`src/rtl/imm_pkg.sv`:
```
// Shared constants for the immediate generator: RISC-V opcodes, immediate
// format codes, skid-buffer state encoding and the stored entry width.
package imm_pkg;

  localparam logic [6:0] OPC_LOAD      = 7'b0000011;
  localparam logic [6:0] OPC_MISC_MEM  = 7'b0001111;
  localparam logic [6:0] OPC_OP_IMM    = 7'b0010011;
  localparam logic [6:0] OPC_AUIPC     = 7'b0010111;
  localparam logic [6:0] OPC_OP_IMM_32 = 7'b0011011;
  localparam logic [6:0] OPC_STORE     = 7'b0100011;
  localparam logic [6:0] OPC_OP        = 7'b0110011;
  localparam logic [6:0] OPC_LUI       = 7'b0110111;
  localparam logic [6:0] OPC_OP_32     = 7'b0111011;
  localparam logic [6:0] OPC_BRANCH    = 7'b1100011;
  localparam logic [6:0] OPC_JALR      = 7'b1100111;
  localparam logic [6:0] OPC_JAL       = 7'b1101111;
  localparam logic [6:0] OPC_SYSTEM    = 7'b1110011;

  localparam logic [2:0] IMM_NONE = 3'd0;
  localparam logic [2:0] IMM_I    = 3'd1;
  localparam logic [2:0] IMM_S    = 3'd2;
  localparam logic [2:0] IMM_B    = 3'd3;
  localparam logic [2:0] IMM_U    = 3'd4;
  localparam logic [2:0] IMM_J    = 3'd5;
  localparam logic [2:0] IMM_Z    = 3'd6;

  typedef enum logic [1:0] {
    ST_EMPTY = 2'd0,
    ST_MAIN  = 2'd1,
    ST_FULL  = 2'd2
  } skid_state_e;

  // Stored entry is {imm, imm_type, pc_imm, illegal}.
  function automatic int entry_width(input int xlen);
    return 2 * xlen + 3 + 1;
  endfunction

endpackage

```
`src/rtl/imm_decode.sv`:
```
// Combinational RISC-V immediate decoder: raw instruction -> immediate,
// format class and illegal flag for an RV32 or RV64 datapath.
module imm_decode
  import imm_pkg::*;
#(
  parameter int XLEN = 32
) (
  input  logic [31:0]     instr,
  output logic [XLEN-1:0] imm,
  output logic [2:0]      imm_type,
  output logic            illegal
);

  localparam bit RV64 = (XLEN == 64);

  logic [6:0] opcode;
  logic [2:0] funct3;
  logic       is_shift;

  assign opcode   = instr[6:0];
  assign funct3   = instr[14:12];
  assign is_shift = (funct3 == 3'b001) || (funct3 == 3'b101);

  // Every format is first assembled as a 32-bit value, then widened.
  function automatic logic [XLEN-1:0] sext32(input logic [31:0] v);
    return XLEN'($signed(v));
  endfunction

  logic [31:0] imm_i32, imm_s32, imm_b32, imm_u32, imm_j32;

  assign imm_i32 = {{20{instr[31]}}, instr[31:20]};
  assign imm_s32 = {{20{instr[31]}}, instr[31:25], instr[11:7]};
  assign imm_b32 = {{19{instr[31]}}, instr[31], instr[7], instr[30:25], instr[11:8], 1'b0};
  assign imm_u32 = {instr[31:12], 12'b0};
  assign imm_j32 = {{11{instr[31]}}, instr[31], instr[19:12], instr[20], instr[30:21], 1'b0};

  always_comb begin
    imm      = '0;
    imm_type = IMM_NONE;
    illegal  = 1'b0;
    case (opcode)
      OPC_LOAD, OPC_JALR: begin
        imm_type = IMM_I;
        imm      = sext32(imm_i32);
      end
      OPC_OP_IMM: begin
        imm_type = IMM_I;
        if (!is_shift)  imm = sext32(imm_i32);
        else if (RV64)  imm = XLEN'(instr[25:20]);
        else            imm = XLEN'(instr[24:20]);
      end
      OPC_OP_IMM_32: begin
        // Word-sized shifts always use the 5-bit shamt.
        if (RV64) begin
          imm_type = IMM_I;
          imm      = is_shift ? XLEN'(instr[24:20]) : sext32(imm_i32);
        end else begin
          illegal = 1'b1;
        end
      end
      OPC_STORE: begin
        imm_type = IMM_S;
        imm      = sext32(imm_s32);
      end
      OPC_BRANCH: begin
        imm_type = IMM_B;
        imm      = sext32(imm_b32);
      end
      OPC_LUI, OPC_AUIPC: begin
        imm_type = IMM_U;
        imm      = sext32(imm_u32);
      end
      OPC_JAL: begin
        imm_type = IMM_J;
        imm      = sext32(imm_j32);
      end
      OPC_SYSTEM: begin
        if (funct3[2]) begin
          imm_type = IMM_Z;
          imm      = XLEN'(instr[19:15]);
        end
      end
      OPC_OP, OPC_MISC_MEM: ;
      OPC_OP_32: illegal = !RV64;
      default:   illegal = 1'b1;
    endcase
  end

endmodule

```
`src/rtl/imm_gen_pipe.sv`:
```
// Pipelined immediate generator: decodes on the input side and holds results
// in a registered stage, optionally backed by a skid entry for full throughput.
module imm_gen_pipe
  import imm_pkg::*;
#(
  parameter int XLEN = 32,
  parameter bit SKID = 1'b1
) (
  input  logic            clk,
  input  logic            reset,
  input  logic            in_valid_i,
  output logic            in_ready_o,
  input  logic [31:0]     instr_i,
  input  logic [XLEN-1:0] pc_i,
  output logic            out_valid_o,
  input  logic            out_ready_i,
  output logic [XLEN-1:0] imm_o,
  output logic [2:0]      imm_type_o,
  output logic [XLEN-1:0] pc_imm_o,
  output logic            illegal_o,
  output logic [1:0]      dbg_state
);

  localparam int EW = entry_width(XLEN);

  // Handshake: a transfer happens on a rising edge where valid && ready;
  // the producer holds valid and payload until it does, and the held entry
  // stays unchanged while out_valid_o && !out_ready_i.

  logic [XLEN-1:0] dec_imm;
  logic [2:0]      dec_type;
  logic            dec_illegal;
  logic [EW-1:0]   new_entry;

  imm_decode #(.XLEN(XLEN)) u_decode (
    .instr    (instr_i),
    .imm      (dec_imm),
    .imm_type (dec_type),
    .illegal  (dec_illegal)
  );

  assign new_entry = {dec_imm, dec_type, pc_i + dec_imm, dec_illegal};

  skid_state_e   state_q, state_d;
  logic [EW-1:0] main_q, skid_q;
  logic          in_acc, out_pop;
  logic          load_main, load_skid, main_from_skid;

  // Without a skid entry, ready must see the consumer combinationally; with
  // it, ready is a decode of the state register only. FULL is unreachable
  // when SKID=0.
  assign in_ready_o  = SKID ? (state_q != ST_FULL)
                            : ((state_q == ST_EMPTY) || out_ready_i);
  assign out_valid_o = (state_q != ST_EMPTY);
  assign in_acc      = in_valid_i && in_ready_o;
  assign out_pop     = out_valid_o && out_ready_i;
  assign dbg_state   = state_q;

  always_comb begin
    state_d        = state_q;
    load_main      = 1'b0;
    load_skid      = 1'b0;
    main_from_skid = 1'b0;
    case (state_q)
      ST_EMPTY: begin
        if (in_acc) begin
          state_d   = ST_MAIN;
          load_main = 1'b1;
        end
      end
      ST_MAIN: begin
        case ({in_acc, out_pop})
          2'b10: begin
            state_d   = ST_FULL;
            load_skid = 1'b1;
          end
          2'b01: state_d = ST_EMPTY;
          2'b11: load_main = 1'b1;
          default: ;
        endcase
      end
      ST_FULL: begin
        if (out_pop) begin
          state_d        = ST_MAIN;
          main_from_skid = 1'b1;
        end
      end
      default: state_d = ST_EMPTY;
    endcase
  end

  always_ff @(posedge clk or posedge reset) begin
    if (reset) begin
      state_q <= ST_EMPTY;
      main_q  <= '0;
      skid_q  <= '0;
    end else begin
      state_q <= state_d;
      if (load_main)           main_q <= new_entry;
      else if (main_from_skid) main_q <= skid_q;
      if (load_skid)           skid_q <= new_entry;
    end
  end

  assign {imm_o, imm_type_o, pc_imm_o, illegal_o} = main_q;

endmodule

```
`config.mk`:
```
export PLATFORM = sky130hd
export DESIGN_NAME = imm_gen_pipe
export DESIGN_NICKNAME = d
export VERILOG_FILES = /design/src/rtl/imm_pkg.sv /design/src/rtl/imm_decode.sv /design/src/rtl/imm_gen_pipe.sv
export SDC_FILE = /design/constraint.sdc
export NUM_CORES = 1
export LEC_CHECK = 0
export BUFFER_PORTS_ARGS = -buffer_cell sky130_fd_sc_hd__buf_2
export CAP_MARGIN = 30
export CELL_PAD_IN_SITES_DETAIL_PLACEMENT = 1
export CELL_PAD_IN_SITES_GLOBAL_PLACEMENT = 2
export CORE_MARGIN = 8
export CORE_UTILIZATION = 34
export CTS_CLUSTER_DIAMETER = 100
export CTS_CLUSTER_SIZE = 40
export DETAILED_ROUTE_END_ITERATION = 8
export PLACE_DENSITY_LB_ADDON = 0.1
export SYNTH_ARGS = -nofsm -noshare
export SYNTH_HDL_FRONTEND = slang
export SYNTH_HIERARCHICAL = 1
export SYNTH_SLANG_ARGS = --single-unit
```
`constraint.sdc`:
```
create_clock -name clk -period 5.01 [get_ports clk]
set_clock_uncertainty 0.05 [all_clocks]
set_input_delay 0.2505 -clock clk [delete_from_list [all_inputs] [get_ports clk]]
set_output_delay 0.2505 -clock clk [all_outputs]
set_load 0.02 [all_outputs]
```
# ---- After elaboration in Yosys (flattened, before gate mapping)
# Cells that the tools add are included.
dict set report word_totals {
  regBits 138
  input_bits 68
  out_inout_bits 72
  wordCells 56
}
dict set report classes {
  n_addsub 1
  eq_ne 22
  mux 19
  reduce_logical 11
}
# operator n
set ops {}
lappend ops {{$pmux 32 s7} 1}
lappend ops {{$mux 68} 2}
lappend ops {{$add 32x32->32} 1}
lappend ops {{$mux 32} 1}
lappend ops {{$eq 7x7->1 const B} 4}
lappend ops {{$eq 7x6->1 const B} 3}
lappend ops {{$pmux 3 s6} 1}
lappend ops {{$eq 7x5->1 const B} 2}
lappend ops {{$reduce_or 11->1} 1}
lappend ops {{$eq 7x2->1 const B} 1}
lappend ops {{$eq 7x4->1 const B} 1}
lappend ops {{$mux 1} 7}
lappend ops {{$eq 2x2->1 const B} 3}
lappend ops {{$ne 2x2->1 const B} 3}
lappend ops {{$pmux 2 s3} 1}
lappend ops {{$mux 5} 1}
lappend ops {{$eq 2x1->1 const B} 2}
lappend ops {{$mux 2} 2}
lappend ops {{$pmux 2 s2} 1}
lappend ops {{$reduce_bool 2->1} 2}
lappend ops {{$reduce_or 2->1} 2}
lappend ops {{$eq 3x1->1 const B} 1}
lappend ops {{$eq 3x3->1 const B} 1}
lappend ops {{$mux 3} 1}
lappend ops {{other kinds (7)} 8}

# ---- Longest topological paths before layout
# Gate-level depths: netlist of run 1.
dict set report logic_depth {
  ltp_word 6
  mapped_depth 16
}

# ---- Hierarchy
# The synthesis of run 1 kept the hierarchy.
# mod instances cells_per_inst area_each_um2
set modules_own_cells {}
lappend modules_own_cells {imm_gen_pipe 1 831 7557.2}
lappend modules_own_cells {imm_decode 1 100 675.6}

# ---- Worst setup path after synthesis of run 1
# Ideal clock, no wire load.
dict set report synth_timing {
  path_kind {input to register}
  start {input instr_i[2]}
  end {register skid_q[29]}
  arrival_ps 3242
  slack_ps 1649
  stages 14
  path_cell_list {buf_4 > and4b_4 > o211a_1 > a221o_1 > ha_1 > fa_1 > a211oi_1 > o211ai_1 > nand2_1 > o21ai_4 > a21oi_1 > o221ai_1 > or3_1 > nand3_1}
}
dict set report synth_between {
  elab_chain_len 4
}
# item line
set synth_rtl {}
lappend synth_rtl {{from (decl)} imm_gen_pipe.sv:13} ;# input logic [31:0] instr_i,
lappend synth_rtl {{$eq 7x6->1, or another cell as far along} imm_decode.sv:41} ;# case (opcode)
lappend synth_rtl {{$reduce_or 2->1 (on tied branches)} n/a}
lappend synth_rtl {{$pmux 32 s7 (*)} imm_decode.sv:41}
lappend synth_rtl {{net dec_imm[0]} imm_gen_pipe.sv:30} ;# logic [XLEN-1:0] dec_imm;
lappend synth_rtl {{$add 32x32->32 (*)} imm_gen_pipe.sv:42} ;# assign new_entry = {dec_imm, dec_type, pc_i + dec_imm, dec_illegal};
lappend synth_rtl {{to (signal assigned)} imm_gen_pipe.sv:101} ;# if (load_skid) skid_q <= new_entry;
lappend synth_rtl {{to (decl)} imm_gen_pipe.sv:45} ;# logic [EW-1:0] main_q, skid_q;
# The timed path passes the listed nets; every way through them passes the cells marked *.
# A chain may end at the register's enable or synchronous reset.

# ---- Final worst setup path of run 1
dict set report layout_timing {
  start {input instr_i[4]}
  end {register main_q[30]}
}
dict set report layout_between {
  elab_chain_len 5
}
# item line
set layout_rtl {}
lappend layout_rtl {{$eq 7x6->1, or another cell as far along} imm_decode.sv:41}
lappend layout_rtl {{$reduce_or 2->1 (on tied branches)} n/a}
lappend layout_rtl {{$pmux 32 s7 (*)} imm_decode.sv:41}
lappend layout_rtl {{net dec_imm[14]} imm_gen_pipe.sv:30}
lappend layout_rtl {{$add 32x32->32 (*)} imm_gen_pipe.sv:42}
lappend layout_rtl {{$mux 68 (*)} imm_gen_pipe.sv:99} ;# if (load_main) main_q <= new_entry;
lappend layout_rtl {{to (signal assigned)} imm_gen_pipe.sv:99}
lappend layout_rtl {{to (signal assigned)} imm_gen_pipe.sv:100} ;# else if (main_from_skid) main_q <= skid_q;
lappend layout_rtl {{to (decl)} imm_gen_pipe.sv:45}
# Marked as above.

==> results of run 1 <==
==> critical path, cell delays in order <==
cell	delay, ns
buf_2	0.20
nor2b_1	0.25
nand2b_1	0.10
a21oi_2	0.43
a21o_1	0.29
ha_1	0.35
a21o_1	0.19
a31o_1	0.24
a2111oi_1	0.42
o211ai_1	0.21
a31oi_2	0.29
o21ai_2	0.16
nand4b_1	0.18
and3_1	0.18
==> final cells by class <==
cell class / instances / area share
multi-input cells: 731 / 0.461
flip-flops and latches: 138 / 0.351
repair buffers: 151 / 0.0814
clock buffers: 17 / 0.0432
well taps: 324 / 0.0412
clock inverters: 15 / 0.0181
inverters: 9 / 0.00394
diodes: 1 / 0.000254
==> cells in the final DEF, fill, tap and decap left out, types with 10 or more instances in the layout <==
| cell | synthesis | layout |
|---|---|---|
| buf_4 | 4 | 10 |
| buf_2 | 6 | 139 |
| nand2_1 | 250 | 249 |
| xor2_1 | 13 | 13 |
| nor2b_1 | 11 | 11 |
| mux2i_1 | 47 | 47 |
| a21o_1 | 27 | 27 |
| mux2_2 | 23 | 23 |
| dfrtp_1 | 138 | 138 |
| ha_1 | 31 | 31 |
| xnor2_1 | 12 | 12 |
| o21ai_0 | 105 | 105 |
| a21oi_1 | 30 | 30 |
| clkbuf_16 | 0 | 17 |
| o21ai_1 | 12 | 12 |
| nor2_1 | 24 | 22 |
==> cell usage after synthesis (4+ instances only) <==
| master | number | area (µm²) |
|---|---|---|
| nand2_1 | 250 | 938 |
| o31ai_1 | 6 | 45.0 |
| mux2i_1 | 47 | 470 |
| o21ai_1 | 12 | 60.1 |
| nand4_1 | 6 | 37.5 |
| buf_4 | 4 | 30.0 |
| a211oi_1 | 4 | 30.0 |
| a221o_1 | 5 | 50.1 |
| and2_0 | 4 | 25.0 |
| dfrtp_1 | 138 | 3450 |
| a31oi_1 | 9 | 56.3 |
| nor2b_1 | 11 | 68.8 |
| nand3_1 | 9 | 45.0 |
| xor2_1 | 13 | 114 |
| o211ai_1 | 8 | 60.1 |
| clkbuf_1 | 37 | 139 |
| inv_1 | 9 | 33.8 |
| and3_1 | 4 | 25.0 |
| nor4_1 | 6 | 37.5 |
| nor3_1 | 9 | 45.0 |
| nor2_1 | 24 | 90.1 |
| a21o_1 | 27 | 203 |
| buf_2 | 6 | 30.0 |
| o21a_1 | 6 | 45.0 |
| a21oi_1 | 30 | 150 |
| buf_1 | 4 | 15.0 |
| xnor2_1 | 12 | 105 |
| nand2b_1 | 8 | 50.1 |
| o21ai_0 | 105 | 526 |
| mux2_2 | 23 | 259 |
| ha_1 | 31 | 388 |
==> cell families after synthesis <==
family,Yosys count
simple gates,359
compound gates,245
flops,138
mux,70
buf+inv,62
fa+ha+maj,32
xor+xnor,25
==> power breakdown <==
part	total (mW)	internal, mW	switching, mW
Clock	1.32	0.716	0.599
Sequential	1.45	1.33	0.120
Combinational	0.839	0.311	0.528
==> what timing repair did <==
action,4_1_cts,5_1_grt
resized for setup,0,0
hold buffers,1,0
hold endpoints to repair,51,0
==> sequential cells by signal (all words and copies together) (netlist names) <==
signal     flops
dbg_state      2
main_q        68
skid_q        68
==> layer usage <==
metal | global-route usage | up-vias
li1 | - | 3504
met1 | 0.256 | 3528
met2 | 0.310 | 123
met3 | 0.0335 | 22
met4 | 0.0552 | 0
met5 | 0 | -
==> final timing paths <==
| kind | end | slack [ns] | depth (start not counted) |
|---|---|---|---|
| max reg2reg | skid_q[53]$_DFFE_PP0P_ | 2.79 | 6 |
| max | main_q[30]$_DFFE_PP0P_ | 1.54 | 14 |
| min | dbg_state[1]$_DFFE_PP0P_ | 0.04 | 2 |
| max in group asynchronous | main_q[58]$_DFFE_PP0P_ | 3.51 | 4 |
| min reg2reg | skid_q[36]$_DFFE_PP0P_ | 0.43 | 2 |
| min in group asynchronous | main_q[5]$_DFFE_PP0P_ | 0.36 | 3 |
==> qor.csv, run 1 <==
stage,metric,value,unit
cells_and_area,layout cell share with drive strength beyond 1,0.221,
sta,RSZ-0062 raised after global routing,no,
cells_and_area,Area growth syn-to-layout,19.5,%
synth,largest family of logic cells by synthesized area,simple AND/OR/NAND/NOR gates,
sta,Max Clock Freq,288,MHz
detailed_routing,met1 WL,13000,µm
setup_path,worst setup path class,primary input to register,
detailed_routing,Max Used Layer,met4,
pwr,Peak VDD IR,0.191,mV
floorplan,die area,0.0295,mm²
cells_and_area,fin area,0.00984,mm²
detailed_routing,routed wl met3,1070,µm
detailed_routing,vias per cell,5.18,
floorplan,Core Area,0.0240,mm²
synth,post-synthesis cell area,0.00823,mm²
synth,Synth Area in Adders,0.0495,
cells_and_area,nets,1148,
min_path,HP Class,primary input to register,
synth,"Seq/Total Area, Yosys",0.419,
synth,Yosys reg bits,138,
placement,post-DP HPWL,20500,µm
cts,clk sinks,138,
cts,CTS HTree Levels,4,
sta,PnR worst setup slack,1.54,ns
placement,final weighted congestion in routability-driven placement,0.868,
setup_path,crit-path max FO,10,
outcome,status,completed,
placement,placed insts,1352,
synth,Post-Synthesis Cells,931,
min_path,Hold Startpoint,out_ready_i,
cts,Num CTS Buffers,17,
sta,Slew HR,0.424,
detailed_routing,vias after detailed routing,7177,
detailed_routing,Routed met2 length,13100,µm
cells_and_area,final std cells w/o fill,1386,
grt,first-pass GRT wire length,43400,µm
synth,Post-synth EDFFs,0,
floorplan,num rows,57,
run,max cap viols,0,
cells_and_area,footprint of the multi-input gates,0.00453,mm²
sta,fin crit period,3.47,ns
detailed_routing,final WL,27600,µm
pwr,total power,3.61,mW
cells_and_area,FF+latch area,0.00345,mm²
synth,Synth warnings,6,
cts,clk slew on worst S/H paths,0.07,ns
cts,CTS tree,built,
sta,endpoints failing hold,0,
grt,largest net degree at the start of global routing,72,
sta,slew of the pin with the lowest slew margin,0.854,ns
placement,number of buffers added on ports,139,
floorplan,Die Y-Extent,172,µm
sta,Final setup viols,0,
floorplan,io pins,140,
floorplan,die width,172,µm
synth,post-synth cell types,73,
synth,Synth Area in XOR/XNOR,0.0266,
detailed_routing,drt wl/cell,19.9,µm
grt,GRT Residual Overflow,0,
pwr,pwr/cell area,367,mW/mm²
setup_path,CP arrival,3.74,ns
sta,Hold WS,0.0430,ns
placement,Post-DP Area,0.00922,mm²
detailed_routing,Final ANT Viol Nets,0,
setup_path,Worst setup EP type,register,
synth,syn_nets,1031,
sta,Max Slew Vio Count,0,
synth,Main synth FF type,dfrtp_1,
placement,minimum setup slack after placement,1.11,ns
cts,deepest clock path buffer count,2,
setup_path,worst r2r src,dbg_state[1]$_DFFE_PP0P_,
sta,part of the cycle the worst path needs,0.693,
synth,fraction of synthesized area in multiplexers,0.0886,
detailed_routing,Starting DRT DRC Count,439,
synth,Compound-Gate Fraction of Synth Area,0.188,
pwr,LEAKAGE,5.19,nW
setup_path,startpoint class of the critical path,primary input,
cells_and_area,fillcell total,2837,
cts,Worst-Skew Late Latency,0.42,ns
grt,vias in the first global route,7487,
setup_path,Setup crit start,instr_i[4],
floorplan,Initial Utilization,0.343,
detailed_routing,drt pass-1 iters,5,
cts,Clock Tree Root,clkbuf_16,
cells_and_area,Finished Core Util,0.409,
synth,simple-gate share of the synthesized area,0.196,
setup_path,WP data required,5.28,ns
grt,Tot GR Track Use,0.191,
synth,syn avg cell area,8.84,µm²
sta,TNS Setup,0,ns
grt,initial antenna violation count,1,
cts,Post-CTS Setup Inserts,0,
detailed_routing,DRC violations left,0,
synth,ys async rst share,1.00,
Note: power is estimated with default switching activity, not from simulation.
==> inputs of run 2 (changes only) <==
--- a/config.mk
+++ b/config.mk
@@ -5,12 +5,13 @@
 export SDC_FILE = /design/constraint.sdc
 export NUM_CORES = 1
 export LEC_CHECK = 0
+export ABC_AREA = 1
 export BUFFER_PORTS_ARGS = -buffer_cell sky130_fd_sc_hd__buf_2
 export CAP_MARGIN = 30
 export CELL_PAD_IN_SITES_DETAIL_PLACEMENT = 1
 export CELL_PAD_IN_SITES_GLOBAL_PLACEMENT = 2
 export CORE_MARGIN = 8
-export CORE_UTILIZATION = 34
+export CORE_UTILIZATION = 32
 export CTS_CLUSTER_DIAMETER = 100
 export CTS_CLUSTER_SIZE = 40
 export DETAILED_ROUTE_END_ITERATION = 8
==> constraint.sdc (replaced) <==
create_clock -name clk -period 3.55 [get_ports clk]
set_clock_uncertainty 0.05 [all_clocks]
set_input_delay 0.1775 -clock clk [delete_from_list [all_inputs] [get_ports clk]]
set_output_delay 0.1775 -clock clk [all_outputs]
set_load 0.02 [all_outputs]
==> qor.csv, run 2 <==
stage,metric,value,unit,change
sta,endpoints failing hold,0,,unchanged
synth,syn avg cell area,6.64,µm²,-25%
cts,clk sinks,138,,unchanged
setup_path,worst setup path class,primary input to register,,
cells_and_area,fillcell total,3838,,+35%
sta,part of the cycle the worst path needs,0.820,,
floorplan,Core Area,0.0294,mm²,+22%
grt,Tot GR Track Use,0.207,,+0.0159
setup_path,WP data required,3.82,ns,-1.46 ns
cells_and_area,final std cells w/o fill,1957,,+41%
setup_path,CP max-delay cell,buf_4,,
sta,fin crit period,2.91,ns,
placement,final weighted congestion in routability-driven placement,0.841,,-3.0%
sta,slew of the pin with the lowest slew margin,0.799,ns,-0.0550 ns
synth,Post-synth EDFFs,0,,unchanged
outcome,status,completed,,
synth,post-synth top area share,0.364,,-0.0558
grt,largest net degree at the start of global routing,67,,-6.9%
cts,Post-CTS Setup Inserts,0,,unchanged
cts,CTS tree,built,,
cells_and_area,Finished Core Util,0.380,,-0.0292
grt,vias in the first global route,10092,,+35%
synth,"Seq/Total Area, Yosys",0.364,,-0.0558
detailed_routing,drt pass-1 iters,4,,-1
cts,Worst-Skew Late Latency,0.44,ns,+0.02 ns
grt,initial antenna violation count,0,,-1
grt,GRT Residual Overflow,0,,unchanged
sta,RSZ-0062 raised after global routing,no,,
synth,Main synth FF type,dfrtp_1,,
floorplan,Die Y-Extent,188,µm,+9.7%
setup_path,kind of cell adding the most delay to the critical path,simple AND/OR/NAND/NOR gates,,
detailed_routing,drt wl/cell,18.3,µm,-8.2%
grt,first-pass GRT wire length,58000,µm,+34%
placement,placed insts,1923,,+42%
detailed_routing,DRC violations left,0,,unchanged
cts,Num CTS Buffers,17,,unchanged
setup_path,crit-path cells,"buf_2, inv_1, nand2_1, nor2_2, buf_4, nand2_1, nand3_1, nand2_1, nand3_1, ha_1, fa_1, nand3_1, nand3_1, nand2_1, nand2_1, nand2_1, nand2_1, nand2_1, nand2_1, nand2_1, nand3_1, nand2_1",,
placement,post-DP HPWL,27200,µm,+33%
synth,syn_nets,1531,,+48%
synth,Commonest cells post-synth,"nand2_1 (534), inv_1 (200), nand3_1 (178), dfrtp_1 (138), nor2_1 (99)",,
sta,Max Slew Vio Count,0,,unchanged
setup_path,Worst setup EP type,register,,
pwr,Peak VDD IR,0.273,mV,+43%
floorplan,die area,0.0354,mm²,+20%
synth,post-synthesis cell area,0.00950,mm²,+15%
synth,Yosys reg bits,138,,unchanged
detailed_routing,vias per cell,4.91,,-5.1%
cells_and_area,n_diodes,0,,-1
cells_and_area,"commonest non-fill, non-tap cells in the layout","nand2_1 (534), inv_1 (199), nand3_1 (178)",,
setup_path,startpoint class of the critical path,primary input,,
cts,deepest clock path buffer count,2,,unchanged
floorplan,die width,188,µm,+9.7%
setup_path,CP arrival,3.18,ns,-0.56 ns
synth,post-synth top area cell,dfrtp_1,,
floorplan,Initial Utilization,0.323,,-0.0196
floorplan,num rows,63,,+11%
detailed_routing,Final ANT Viol Nets,0,,unchanged
synth,post-synth cell types,34,,-53%
setup_path,Worst Path Buf+Inv,3,,+2
cells_and_area,nets,1655,,+44%
cells_and_area,layout cell share with drive strength beyond 1,0.140,,-0.0808
synth,top post-synthesis cells by area,"dfrtp_1 (36%), nand2_1 (21%), nand3_1 (9.4%)",,
pwr,pwr/cell area,464,mW/mm²,+27%
run,max cap viols,0,,unchanged
detailed_routing,final WL,35800,µm,+30%
synth,"count leader, synth",nand2_1,,
sta,Slew HR,0.467,,+0.0427
cts,clk slew on worst S/H paths,0.06,ns,about the same
synth,Synth warnings,6,,unchanged
setup_path,"Largest stage delay, worst path",0.30,ns,-0.13 ns
detailed_routing,vias after detailed routing,9614,,+34%
sta,Max Clock Freq,343,MHz,
cells_and_area,Area growth syn-to-layout,17.7,%,
detailed_routing,Starting DRT DRC Count,531,,+21%
floorplan,io pins,140,,unchanged
cells_and_area,footprint of the multi-input gates,0.00489,mm²,+7.8%
setup_path,crit-path max FO,19,,+9
cts,Clock Tree Root,clkbuf_16,,
cells_and_area,FF+latch area,0.00345,mm²,unchanged
cts,CTS HTree Levels,4,,unchanged
setup_path,cell mode on critical path,nand2_1,,
pwr,LEAKAGE,6.28,nW,+21%
placement,number of buffers added on ports,139,,unchanged
sta,TNS Setup,0,ns,unchanged
synth,ys async rst share,1.00,,unchanged
synth,Post-Synthesis Cells,1431,,+54%
min_path,HP Class,primary input to register,,
cells_and_area,"most common cell after layout, fill and taps aside",nand2_1,,
sta,Final setup viols,0,,unchanged
-- run 2: cell types whose count changed after synthesis, sizes merged, moves of 23 or more --
cell,previous run,this run
nor2,24,104
buf,15,43
nand3,9,179
a21o,28,0
nand2,251,540
mux2i,47,0
inv,9,208
mux2,23,0
o21ai,120,52
-- run 2: layout make-up --
| cell class | count | area share |
|---|---|---|
| timing repair buffer | 169 | 0.0862 |
| clock buffer | 18 | 0.0384 |
| clock inverter | 13 | 0.0151 |
| inverter | 208 | 0.0702 |
| multi-input combinational | 1021 | 0.437 |
| tap | 390 | 0.0437 |
| sequential | 138 | 0.309 |
-- run 2: cell families (layout without fill, tap and decap cells) --
family,Yosys count,in the layout,synth area share
and+or+nand+nor,850,850,0.374
DFF,138,138,0.364
AOI/OAI and AO/OA,124,124,0.0839
adders and majority gates,32,32,0.0430
xor gates and xnor gates,15,15,0.0138
buffers and inverters,272,408,0.122
-- run 2: where the power goes --
group | switching [mW] | leakage (nW) | internal, mW
Combinational | 0.856 | 4.18 | 0.394
Clock | 0.774 | 0.292 | 1.11
Sequential | 0.175 | 1.81 | 1.87
Total | 1.81 | 6.28 | 3.38
-- run 2: final timing paths --
check	startpoint	end	cells after the start	slack, ns
worst max-delay path	instr_i[3]	main_q[31]$_DFFE_PP0P_	22	0.64
worst min-delay path	pc_i[31]	main_q[32]$_DFFE_PP0P_	6	0.18
worst max register to register	dbg_state[0]$_DFFE_PP0P_	main_q[27]$_DFFE_PP0P_	11	0.99
worst min register to register	skid_q[31]$_DFFE_PP0P_	skid_q[31]$_DFFE_PP0P_	2	0.43
max in group asynchronous	reset	main_q[56]$_DFFE_PP0P_	5	2.47
min in group asynchronous	reset	skid_q[34]$_DFFE_PP0P_	4	0.30
-- run 2: metrics by stage --
step                area [µm²]  hold WS [ns]  worst slack, ns  total power [mW]
finish                   11200         0.178            0.638              5.18
floorplan                 9500         0.222             1.14              2.85
global placement         10500         0.335            0.132              3.32
CTS                      11200         0.157            0.626              5.26
global route             11200         0.206            0.209              5.48
detailed placement       10500         0.330            0.178              3.34
-- run 2: worst min-delay path, delay by kind of cell --
family,cells,cell delay [ns]
buf+inv,2,0.17
simple gates,3,0.16
xor+xnor,1,0.10
-- run 2: per-layer routing --
metal / wire, µm / track usage / part of all wire / vias up
li1: - / - / - / 4749
met4: 342 / 0.0385 / 0.0096 / 0
met5: 0 / 0 / 0 / -
met2: 16100 / 0.326 / 0.45 / 162
met1: 18100 / 0.294 / 0.51 / 4680
met3: 1260 / 0.0362 / 0.035 / 23
-- run 2: timing repair --
item	CTS	global route
endpoints found under the hold margin	37	0
resized for setup	0	0
hold buffers	2	0
